[src/rtl/vga_timing_pkg.sv]
// Shared VGA timing constants, pipeline bundle and helpers.
// Optional test-pattern build: define VGA_TEST_PATTERN_EN.
package vga_timing_pkg;

  localparam int unsigned VGA_H_ACTIVE = 640;
  localparam int unsigned VGA_H_FP     = 16;
  localparam int unsigned VGA_H_SYNC   = 96;
  localparam int unsigned VGA_H_BP     = 48;

  localparam int unsigned VGA_V_ACTIVE = 480;
  localparam int unsigned VGA_V_FP     = 10;
  localparam int unsigned VGA_V_SYNC   = 2;
  localparam int unsigned VGA_V_BP     = 33;

  localparam int unsigned VGA_CW    = 4;
  localparam int unsigned VGA_LAT   = 2;
  localparam int unsigned VGA_CNT_W = 10;

  localparam int unsigned NUM_BARS  = 8;
  localparam int unsigned BAR_IDX_W = 3;

  localparam logic [2:0] BAR_BLACK   = 3'd0;
  localparam logic [2:0] BAR_BLUE    = 3'd1;
  localparam logic [2:0] BAR_GREEN   = 3'd2;
  localparam logic [2:0] BAR_CYAN    = 3'd3;
  localparam logic [2:0] BAR_RED     = 3'd4;
  localparam logic [2:0] BAR_MAGENTA = 3'd5;
  localparam logic [2:0] BAR_YELLOW  = 3'd6;
  localparam logic [2:0] BAR_WHITE   = 3'd7;

  // Flags that ride alongside a request until its colour returns.
  typedef struct packed {
`ifdef VGA_TEST_PATTERN_EN
    logic       tp;
    logic [2:0] bar;
`endif
    logic act;
    logic hs;
    logic vs;
  } pipe_t;

  function automatic int unsigned calc_total(
    input int unsigned act,
    input int unsigned fp,
    input int unsigned sync,
    input int unsigned bp
  );
    return act + fp + sync + bp;
  endfunction

endpackage

[src/rtl/vga_sync_counter.sv]
// Raster position counters with registered active/sync flags.
// Outputs describe the coordinate presented this cycle.
module vga_sync_counter
  import vga_timing_pkg::*;
#(
  parameter int unsigned H_ACTIVE = VGA_H_ACTIVE,
  parameter int unsigned H_FP     = VGA_H_FP,
  parameter int unsigned H_SYNC   = VGA_H_SYNC,
  parameter int unsigned H_BP     = VGA_H_BP,
  parameter int unsigned V_ACTIVE = VGA_V_ACTIVE,
  parameter int unsigned V_FP     = VGA_V_FP,
  parameter int unsigned V_SYNC   = VGA_V_SYNC,
  parameter int unsigned V_BP     = VGA_V_BP,
  parameter int unsigned CNT_W    = VGA_CNT_W
) (
  input  logic             clk_i,
  input  logic             rst_ni,
  output logic [CNT_W-1:0] h_o,
  output logic [CNT_W-1:0] v_o,
  output logic             act_o,
  output logic             hs_o,
  output logic             vs_o,
  output logic             fs_o,
  output logic             ls_o
);

  localparam int unsigned H_TOTAL =
    calc_total(H_ACTIVE, H_FP, H_SYNC, H_BP);
  localparam int unsigned V_TOTAL =
    calc_total(V_ACTIVE, V_FP, V_SYNC, V_BP);

  localparam logic [CNT_W-1:0] H_LAST =
    CNT_W'(H_TOTAL - 1);
  localparam logic [CNT_W-1:0] V_LAST =
    CNT_W'(V_TOTAL - 1);
  localparam logic [CNT_W-1:0] H_ACT =
    CNT_W'(H_ACTIVE);
  localparam logic [CNT_W-1:0] V_ACT =
    CNT_W'(V_ACTIVE);
  localparam logic [CNT_W-1:0] HS_BEG =
    CNT_W'(H_ACTIVE + H_FP);
  localparam logic [CNT_W-1:0] HS_END =
    CNT_W'(H_ACTIVE + H_FP + H_SYNC);
  localparam logic [CNT_W-1:0] VS_BEG =
    CNT_W'(V_ACTIVE + V_FP);
  localparam logic [CNT_W-1:0] VS_END =
    CNT_W'(V_ACTIVE + V_FP + V_SYNC);

  logic [CNT_W-1:0] h_q, h_d;
  logic [CNT_W-1:0] v_q, v_d;
  logic             run_q;
  logic             act_q, hs_q, vs_q;
  logic             fs_q, ls_q;

  // Next raster position; first cycle after reset presents (0,0).
  always_comb begin
    h_d = '0;
    v_d = '0;
    if (run_q) begin
      if (h_q == H_LAST) begin
        h_d = '0;
        v_d = (v_q == V_LAST) ? '0 : v_q + 1'b1;
      end else begin
        h_d = h_q + 1'b1;
        v_d = v_q;
      end
    end
  end

  // Position and flags registered together so they stay aligned.
  always_ff @(posedge clk_i) begin
    if (!rst_ni) begin
      h_q   <= '0;
      v_q   <= '0;
      run_q <= 1'b0;
      act_q <= 1'b0;
      hs_q  <= 1'b0;
      vs_q  <= 1'b0;
      fs_q  <= 1'b0;
      ls_q  <= 1'b0;
    end else begin
      h_q   <= h_d;
      v_q   <= v_d;
      run_q <= 1'b1;
      act_q <= (h_d < H_ACT) && (v_d < V_ACT);
      hs_q  <= (h_d >= HS_BEG) && (h_d < HS_END);
      vs_q  <= (v_d >= VS_BEG) && (v_d < VS_END);
      fs_q  <= (h_d == '0) && (v_d == '0);
      ls_q  <= (h_d == '0);
    end
  end

  assign h_o   = h_q;
  assign v_o   = v_q;
  assign act_o = act_q;
  assign hs_o  = hs_q;
  assign vs_o  = vs_q;
  assign fs_o  = fs_q;
  assign ls_o  = ls_q;

endmodule

[src/rtl/vga_pixel_pipe.sv]
// VGA raster engine: request generator, latency-matched flag pipe
// and blanked output stage. Test pattern via VGA_TEST_PATTERN_EN.
module vga_pixel_pipe
  import vga_timing_pkg::*;
#(
  parameter int unsigned H_ACTIVE = VGA_H_ACTIVE,
  parameter int unsigned H_FP     = VGA_H_FP,
  parameter int unsigned H_SYNC   = VGA_H_SYNC,
  parameter int unsigned H_BP     = VGA_H_BP,
  parameter int unsigned V_ACTIVE = VGA_V_ACTIVE,
  parameter int unsigned V_FP     = VGA_V_FP,
  parameter int unsigned V_SYNC   = VGA_V_SYNC,
  parameter int unsigned V_BP     = VGA_V_BP,
  parameter bit          HS_POL   = 1'b0,
  parameter bit          VS_POL   = 1'b0,
  parameter int unsigned CW       = VGA_CW,
  parameter int unsigned LAT      = VGA_LAT,
  parameter int unsigned CNT_W    = VGA_CNT_W
) (
  input  logic             clk,
  input  logic             reset,
`ifdef VGA_TEST_PATTERN_EN
  input  logic             tp_en,
`endif
  output logic [CNT_W-1:0] req_x,
  output logic [CNT_W-1:0] req_y,
  output logic             req_valid,
  input  logic [CW-1:0]    pix_r,
  input  logic [CW-1:0]    pix_g,
  input  logic [CW-1:0]    pix_b,
  output logic             frame_start,
  output logic             line_start,
  output logic             VGA_HSYNC,
  output logic             VGA_VSYNC,
  output logic [CW-1:0]    VGA_R,
  output logic [CW-1:0]    VGA_G,
  output logic [CW-1:0]    VGA_B
);

  logic  raw_hs, raw_vs;
  pipe_t req_p;
  pipe_t tail;

  vga_sync_counter #(
    .H_ACTIVE (H_ACTIVE),
    .H_FP     (H_FP),
    .H_SYNC   (H_SYNC),
    .H_BP     (H_BP),
    .V_ACTIVE (V_ACTIVE),
    .V_FP     (V_FP),
    .V_SYNC   (V_SYNC),
    .V_BP     (V_BP),
    .CNT_W    (CNT_W)
  ) u_cnt (
    .clk_i  (clk),
    .rst_ni (reset),
    .h_o    (req_x),
    .v_o    (req_y),
    .act_o  (req_valid),
    .hs_o   (raw_hs),
    .vs_o   (raw_vs),
    .fs_o   (frame_start),
    .ls_o   (line_start)
  );

`ifdef VGA_TEST_PATTERN_EN
  localparam int unsigned BAR_W = H_ACTIVE / NUM_BARS;

  logic [CNT_W-1:0] bar_full;
  logic [2:0]       bar_idx;

  // Bar index of the requested column, clamped for blanking columns.
  always_comb begin
    bar_full = req_x / CNT_W'(BAR_W);
    bar_idx  = bar_full[2:0];
    if (bar_full > CNT_W'(BAR_WHITE)) begin
      bar_idx = BAR_WHITE;
    end
  end

  assign req_p.tp  = tp_en;
  assign req_p.bar = bar_idx;
`endif

  assign req_p.act = req_valid;
  assign req_p.hs  = raw_hs;
  assign req_p.vs  = raw_vs;

  // Flags wait LAT clocks so they meet the returning colour.
  if (LAT == 0) begin : g_nolat
    assign tail = req_p;
  end else begin : g_lat
    pipe_t pipe_q [LAT];

    // Shift flags along the latency pipe; reset leaves it blank.
    always_ff @(posedge clk) begin
      if (!reset) begin
        for (int i = 0; i < int'(LAT); i++) begin
          pipe_q[i] <= '0;
        end
      end else begin
        pipe_q[0] <= req_p;
        for (int i = 1; i < int'(LAT); i++) begin
          pipe_q[i] <= pipe_q[i-1];
        end
      end
    end

    assign tail = pipe_q[LAT-1];
  end

  logic [CW-1:0] col_r, col_g, col_b;

  // Colour source for the pixel now at the pipe tail.
  always_comb begin
    col_r = pix_r;
    col_g = pix_g;
    col_b = pix_b;
`ifdef VGA_TEST_PATTERN_EN
    if (tail.tp) begin
      col_r = {CW{tail.bar[2]}};
      col_g = {CW{tail.bar[1]}};
      col_b = {CW{tail.bar[0]}};
    end
`endif
  end

  // Pin register: blank outside active area, apply sync polarity.
  always_ff @(posedge clk) begin
    if (!reset) begin
      VGA_HSYNC <= ~HS_POL;
      VGA_VSYNC <= ~VS_POL;
      VGA_R     <= '0;
      VGA_G     <= '0;
      VGA_B     <= '0;
    end else begin
      VGA_HSYNC <= tail.hs ? HS_POL : ~HS_POL;
      VGA_VSYNC <= tail.vs ? VS_POL : ~VS_POL;
      VGA_R     <= tail.act ? col_r : '0;
      VGA_G     <= tail.act ? col_g : '0;
      VGA_B     <= tail.act ? col_b : '0;
    end
  end

endmodule

[config.mk]
export PLATFORM = sky130hd
export DESIGN_NAME = vga_pixel_pipe
export DESIGN_NICKNAME = d
export VERILOG_FILES = /design/src/rtl/vga_timing_pkg.sv /design/src/rtl/vga_sync_counter.sv /design/src/rtl/vga_pixel_pipe.sv
export SDC_FILE = /design/constraint.sdc
export NUM_CORES = 1
export LEC_CHECK = 0
export CORE_MARGIN = 2
export CORE_UTILIZATION = 52
export CTS_CLUSTER_SIZE = 40
export DETAILED_ROUTE_END_ITERATION = 10
export GPL_TIMING_DRIVEN = 0
export PLACE_DENSITY_LB_ADDON = 0.2
export SETUP_SLACK_MARGIN = 0.15
export SLEW_MARGIN = 20
export SYNTH_ARGS = -nofsm -noshare
export SYNTH_HDL_FRONTEND = slang
export SYNTH_SLANG_ARGS = --single-unit
[constraint.sdc]
create_clock -name clk -period 4.7 [get_ports clk]
set_clock_uncertainty 0.2 [all_clocks]
set_input_delay 0.47 -clock clk [delete_from_list [all_inputs] [get_ports clk]]
set_output_delay 0.47 -clock clk [all_outputs]
set_load 0.005 [all_outputs]
==> parameters.txt, run 1 <==
Parameter                              Value

Global routing
  Overflow left after global routing    0
  Global router's overall resource usage    20.9%
  Vias in the first global route    1582
  Largest net degree at the start of global routing    17
  Initial antenna violation count    0
  GR met3 Demand/Resource    5.45%
  Layer carrying the most global-route usage    met2
  Routing usage on met2    a little over a third
  Global-route wire length before repair    ~7000 um
  Met1 routing resource usage after global routing    a little over a quarter

Worst setup path
  Critical Setup Path Class    reg -> reg
  Category of the worst setup path capture point    flop
  Launch instance of the worst register-to-register path    u_cnt.h_o[0]
  Worst EP required    4.70 ns
  Crit path from    u_cnt.h_o[0]
  Setup slack, reg-to-reg    1.81 ns
  Number of cells on the worst reg-to-reg path    9
  Worst setup endpoint    u_cnt.fs_o
  Cell chain of the critical path    ha_1 -> buf_6 -> nand4_4 -> nor3_1 -> clkbuf_1 -> nand4_1 -> xor2_1 -> nand4_1 -> a211oi_1
  Crit path max fanout    10
  Total number of cells along the worst setup path    9
  Crit path max-delay cell type    sky130_fd_sc_hd__dfxtp_1
  Critical R2R Capture    u_cnt.fs_o
  CP bufs+invs    2
  CP delay by family, top    simple AND/OR/NAND/NOR gates
  Largest stage delay, worst path    0.44 ns
  Most frequent cell on the critical path    sky130_fd_sc_hd__nand4_1
  Critical path arrival    2.89 ns
  Type of element launching the critical path    flop

Place
  Placed inst area    2570 um^2
  HPWL after detailed placement    3120 um
  Routability congestion estimate from global placement    0.954
  Post-place setup slack    approximately 1.9 ns
  Post-Place Cells    approximately 310
  Port Buffers    50

Yosys
  Top_reg_cell synth    sky130_fd_sc_hd__dfxtp_1
  Per-instance average area after synthesis    9.32 um^2
  Share of the synthesized area in the top cell type    45.7%
  Post-Syn Instances    roughly 220
  Post-synth net total    233
  EDFF count, synth    0
  Proportion of synthesized flip-flops having asynchronous set or reset    0%
  Dominant cell by count in the synthesized netlist    sky130_fd_sc_hd__dfxtp_1
  Yosys warning count    0
  Library cell occupying the most area in the post-synthesis netlist    sky130_fd_sc_hd__dfxtp_1
  Leading cell types by total area after synthesis    sky130_fd_sc_hd__dfxtp_1 46%, sky130_fd_sc_hd__xnor2_1 5.2%, sky130_fd_sc_hd__nor2_1 4.8%
  Leading cell types by count after synthesis    46 x sky130_fd_sc_hd__dfxtp_1, 26 x sky130_fd_sc_hd__nor2_1, 15 x sky130_fd_sc_hd__and3_1
  Synth Cell Area    around 2000 um^2
  Sequential cell area fraction in the yosys report    between 40% and 50%
  Synth cell types    45
  Register bit count reported by yosys    46

Power and ir drop
  Proportion of total power due to net switching    23.5%
  Portion of total power attributed to sequential cells    58.1%
  Portion of total power attributed to combinational logic    5.4%
  Leak pwr    0.00100 uW
  Switching power summed over all nets    about 160 uW
  PwrDens    ~260 nW/um^2
  Highest ir drop seen on vdd    0.170 mV
  Relative contribution of the clock network to total power    between 30 and 40%
  Cell-internal power    523 uW

Detailed routing
  Number of DRC violations after detailed-routing iteration 0    a little under 100
  Total number of vias    1729
  Count of nets left with antenna violations after detail routing    0
  Length of the first detailed-routing pass in iterations    4
  Wire length per cell    13.2 um
  DR vias/cell    5.37
  Total Routed Length    4260 um
  Post-route DRC violation count    0

Floorplan
  Area of the die    4390 um^2
  I/O pin cnt    51
  Number of core rows    22
  Std-Cell Core Area    3690 um^2
  Vertical die dimension    66.2 um
  Die Span X    66.2 um
  Effective utilization at floorplan    54.6%

Finish
  Number of standard cells in the final layout excluding fillers    ~320
  Area added between synthesis and finish    32.4%
  Share of layout cells above drive strength 1    around 8.0%
  # diodes    0
  Nets    290
  Final non-filler cell area    2670 um^2

Timing
  Hold Violations, Final    0
  Post-route fraction of the period consumed by the critical path    61.4%
  Setup violators final    0
  Final Critical Period    2.89 ns
  Setup repair after global routing missed its margin    false
  Highest achievable clock rate    346 MHz
  Tightest hold margin    between 0.15 and 0.2 ns
  Max-slew violation count    0
  Sum of negative setup slack    0 ns
  Slew Limit Headroom    53.3%
  Slew of the pin with the lowest slew margin    0.694 ns
  Final worst-path setup slack    between 1.5 and 2 ns

Run
  Count of maximum capacitance violations    0

Clock network
  Latest clock arrival within the worst-skew pair    0.30 ns
  Clock input transition at the sequential cells of the worst setup and hold paths    around 0.090 ns
  Count of instances resized after the clock tree is built    0
  Post-cts hold buffer count    0
  # Post-CTS Setup Buffers    0
  Clock root buffer    sky130_fd_sc_hd__clkbuf_8
  Clock tree from TritonCTS    yes
  Buffer levels on the longest clock path    2
  Maximum level of the CTS H-tree    2
  Number of clock sinks    46
  TritonCTS buffer count    5

Hold path
  Hold WC Path Type    reg -> reg

Status
  Status    finished, final reports clean
==> registers in the layout, indices dropped and copies added (netlist names) <==
register	flops
u_cnt.h_o	10
u_cnt.v_o	10
g_lat.pipe_q	6
VGA_B	4
VGA_G	4
VGA_R	4
VGA_HSYNC	1
VGA_VSYNC	1
u_cnt.act_o	1
u_cnt.fs_o	1
u_cnt.hs_o	1
u_cnt.ls_o	1
u_cnt.run_q	1
u_cnt.vs_o	1
==> layer usage <==
metal / vias to the layer above / wire length (um)
li1: 868 / -
met1: 803 / 2000
met2: 52 / 2010
met3: 6 / 220
met4: 0 / 37
met5: - / 0
==> worst min path at each step <==
stage	start	endpoint	slack, ns	cells past startpoint
floorplan	g_lat.pipe_q[0][3]	VGA_VSYNC	0.14	1
global placement	g_lat.pipe_q[0][3]	VGA_VSYNC	0.15	1
detailed placement	g_lat.pipe_q[0][3]	VGA_VSYNC	0.15	1
CTS	g_lat.pipe_q[0][3]	VGA_VSYNC	0.18	1
global route	g_lat.pipe_q[0][3]	VGA_VSYNC	0.18	1
finish	g_lat.pipe_q[0][3]	VGA_VSYNC	0.17	1
==> placed cells by master (no fill, tap or decap), types with 2 or more instances in the layout <==
cell type	instances
sky130_fd_sc_hd__nor4_1	3
sky130_fd_sc_hd__clkbuf_8	5
sky130_fd_sc_hd__a21oi_1	4
sky130_fd_sc_hd__nand4_1	6
sky130_fd_sc_hd__ha_1	3
sky130_fd_sc_hd__a22oi_1	2
sky130_fd_sc_hd__nor3_1	5
sky130_fd_sc_hd__xnor2_1	12
sky130_fd_sc_hd__nand2_1	13
sky130_fd_sc_hd__dfxtp_1	46
sky130_fd_sc_hd__and4_1	2
sky130_fd_sc_hd__clkdlybuf4s50_1	50
sky130_fd_sc_hd__inv_1	8
sky130_fd_sc_hd__a31oi_1	3
sky130_fd_sc_hd__or3_1	4
sky130_fd_sc_hd__nor2_1	26
sky130_fd_sc_hd__buf_4	3
sky130_fd_sc_hd__clkbuf_1	8
sky130_fd_sc_hd__and3_1	15
sky130_fd_sc_hd__and2_1	8
sky130_fd_sc_hd__nand3_1	10
sky130_fd_sc_hd__nor2b_1	2
sky130_fd_sc_hd__clkinvlp_4	2
sky130_fd_sc_hd__o31ai_1	2
sky130_fd_sc_hd__buf_6	2
sky130_fd_sc_hd__xor2_1	7
==> kinds of logic after synthesis <==
kind of cell             Yosys count  share of synthesized area (%)
AND/OR/NAND/NOR                  106                           31.8
flip-flops                        46                           45.7
buffers and inverters             22                           5.47
AO/OA/AOI/OAI                     19                           6.40
XOR/XNOR                          19                           8.27
adder cells (fa/ha/maj)            3                           1.86
multiplexers                       1                          0.497
==> layout make-up <==
type,instances,area (um^2)
timing repair buffer,50,500
clock inverter,3,23.8
sequential,46,921
fill,298,1020
multi-input combinational,148,982
clock buffer,5,68.8
inverter,8,30.0
buffer,14,80.1
tap,48,60.1
==> stage by stage <==
step	util [%]	total power, uW
2_1_floorplan	-	420
3_3_place_gp	69.8	443
3_5_place_dp	69.8	444
4_1_cts	72.3	689
5_1_grt	72.3	710
6_report	72.3	684
==> power groups by stage <==
| stage | registers [uW] | logic, uW | clock network (uW) |
|---|---|---|---|
| final | 397 | 37.2 | 249 |
| after global routing | 398 | 40.9 | 271 |
| after CTS | 397 | 37.7 | 254 |
| after detailed placement | 407 | 37.4 | 0 |
| after global placement | 406 | 36.8 | 0 |
| after floorplan | 407 | 13.7 | 0 |
Power figures use the tool's default switching activity.
==> run 2: changes to the inputs <==
Settings changed: CORE_UTILIZATION 52 to 44.
Clock period 4.7 ns to 2.65 ns, I/O delays scaled along.
==> run 2 against run 1 <==
First-iteration DRC count fell by 32%. Final cell count rose by 5.0%. Critical path depth fell by 3. Worst setup slack got worse by 1.7 ns. Global-route usage fell by 3.2 points. Via count rose by 3.4%.
==> parameters.txt, run 2 (synthesis results as in run 1) <==
Parameter                              Value

Place
  Placed inst area    2590 um^2 (+0.49%)
  Routability congestion estimate from global placement    0.856 (-10%)
  Post-place setup slack    -0.0416 ns (-1.93 ns)
  Port Buffers    50 (unchanged)
  HPWL after detailed placement    3060 um (-2.0%)

Global routing
  Overflow left after global routing    0 (unchanged)
  Initial antenna violation count    0 (unchanged)
  Largest net degree at the start of global routing    14 (-3)
  Vias in the first global route    1595 (+0.82%)
  Layer carrying the most global-route usage    met2
  Met1 routing resource usage after global routing    22.8% (-3.9 points)
  GR met3 Demand/Resource    4.78% (-0.67 points)
  Routing usage on met2    29.1% (-6.0 points)
  Global router's overall resource usage    17.8% (-3.2 points)
  Global-route wire length before repair    7240 um (+3.0%)

Worst setup path
  Critical Setup Path Class    reg -> reg
  Crit path max fanout    9 (-1)
  Crit path from    u_cnt.h_o[5]
  Critical path arrival    2.53 ns (-0.36 ns)
  Launch instance of the worst register-to-register path    u_cnt.h_o[5]
  Category of the worst setup path capture point    flop
  Type of element launching the critical path    flop
  Worst EP required    2.66 ns (-2.04 ns)
  Number of cells on the worst reg-to-reg path    6 (-3)
  Setup slack, reg-to-reg    0.13 ns (-1.68 ns)
  Critical R2R Capture    u_cnt.vs_o
  Worst setup endpoint    u_cnt.vs_o

Clock network
  TritonCTS buffer count    5 (unchanged)
  Clock input transition at the sequential cells of the worst setup and hold paths    0.08 ns (about the same)
  Maximum level of the CTS H-tree    2 (unchanged)
  Number of clock sinks    46 (unchanged)
  Buffer levels on the longest clock path    2 (unchanged)
  Clock root buffer    sky130_fd_sc_hd__clkbuf_8
  Latest clock arrival within the worst-skew pair    0.30 ns (about the same)
  Clock tree from TritonCTS    yes

Timing
  Slew Limit Headroom    63.1% (+9.8 points)
  Setup repair after global routing missed its margin    true
  Hold Violations, Final    0 (unchanged)
  Final Critical Period    2.52 ns (-0.368 ns)
  Max-slew violation count    0 (unchanged)
  Slew of the pin with the lowest slew margin    0.549 ns (-0.145 ns)
  Post-route fraction of the period consumed by the critical path    95.1% (+34 points)
  Highest achievable clock rate    397 MHz (+15%)
  Setup violators final    0 (unchanged)
  Final worst-path setup slack    0.131 ns (-1.68 ns)
  Tightest hold margin    0.169 ns (-0.00182 ns)

Detailed routing
  Post-route DRC violation count    0 (unchanged)
  Total Routed Length    4490 um (+5.4%)
  Total number of vias    1787 (+3.4%)
  Wire length per cell    13.3 um (+0.43%)
  Length of the first detailed-routing pass in iterations    4 (unchanged)
  Count of nets left with antenna violations after detail routing    0 (unchanged)
  DR vias/cell    5.29 (-1.5%)
  Number of DRC violations after detailed-routing iteration 0    66 (-32%)

Finish
  # diodes    0 (unchanged)
  Area taken by multi-input logic gates    1080 um^2 (+10%)
  Share of layout cells above drive strength 1    19.9% (+12 points)
  Register Area    937 um^2 (+1.8%)
  Area added between synthesis and finish    43.6%
  Commonest non-fill, non-tap cell in the layout    sky130_fd_sc_hd__clkdlybuf4s50_1
  Nets    303 (+4.5%)
  Top library cells by usage in the layout, fill and taps aside    50 x sky130_fd_sc_hd__clkdlybuf4s50_1, 37 x sky130_fd_sc_hd__dfxtp_1, 26 x sky130_fd_sc_hd__nor2_1
  FILL cells    346 (+16%)
  Final non-filler cell area    2890 um^2 (+8.4%)

Floorplan
  I/O pin cnt    51 (unchanged)
  Std-Cell Core Area    4380 um^2 (+19%)
  Vertical die dimension    71.6 um (+8.2%)
  Area of the die    5130 um^2 (+17%)
  Die Span X    71.6 um (+8.2%)
  Number of core rows    24 (+9.1%)
  Effective utilization at floorplan    45.9% (-8.7 points)

Power and ir drop
  Highest ir drop seen on vdd    0.216 mV (+28%)
  PwrDens    407 nW/um^2 (+59%)
  Leak pwr    0.00109 uW (+9.0%)

Hold path
  Hold WC Path Type    reg -> reg
  Worst hold path depth    1 (unchanged)

Run
  Count of maximum capacitance violations    0 (unchanged)

Status
  Status    finished, final reports clean
## run 2: metrics by stage
stage	utilization, %	TNS (ns)	instances	power (uW)
finish	65.9	0	338	1180
global route	65.9	0	338	1220
CTS	63.1	0	333	1180
detailed placement	59.0	-0.0416	318	787
global placement	59.0	-0.118	318	786
floorplan	-	0	216	746
## run 2: report_power, final
group	switching, uW	internal [uW]
sequential	3.63	699
combinational	29.1	42.2
clock	224	177
total	257	918
## run 2: routing by layer
layer	part of all wire, %	routed length, um
met5	0	0
met2	46	2070
met1	46	2080
met4	1.3	60
met3	6.3	284
## run 2: worst max-delay path: stages (launching register included)
cell	delay [ns]
sky130_fd_sc_hd__dfxtp_2	0.38
sky130_fd_sc_hd__or3_4	0.41
sky130_fd_sc_hd__nor4_4	0.30
sky130_fd_sc_hd__xor2_1	0.23
sky130_fd_sc_hd__nand2_1	0.08
sky130_fd_sc_hd__or4_4	0.57
sky130_fd_sc_hd__nor4b_4	0.27
## run 2: worst min path at each step
stage,from,endpoint
CTS,g_lat.pipe_q[0][3],VGA_VSYNC
detailed placement,g_lat.pipe_q[0][3],VGA_VSYNC
floorplan,reset,u_cnt.run_q
global route,g_lat.pipe_q[0][3],VGA_VSYNC
finish,g_lat.pipe_q[0][3],VGA_VSYNC
global placement,g_lat.pipe_q[0][3],VGA_VSYNC
## run 2: area by class of cell
type / instances / share of cell area, %
plain buffers: 14 / 3.33
clock buffers: 5 / 2.38
clock inverters: 2 / 0.346
inverters: 8 / 1.04
multi-input cells: 148 / 37.4
flip-flops and latches: 46 / 32.4
well taps: 52 / 2.25
repair buffers: 63 / 20.8
## run 2: timing repair
item | in CTS | in global routing
cloned | 0 | 0
pin swaps | 5 | 6
setup endpoints to repair | 3 | 4
resized for setup | 8 | 27
hold buffers | 0 | 0
setup buffers | 8 | 5
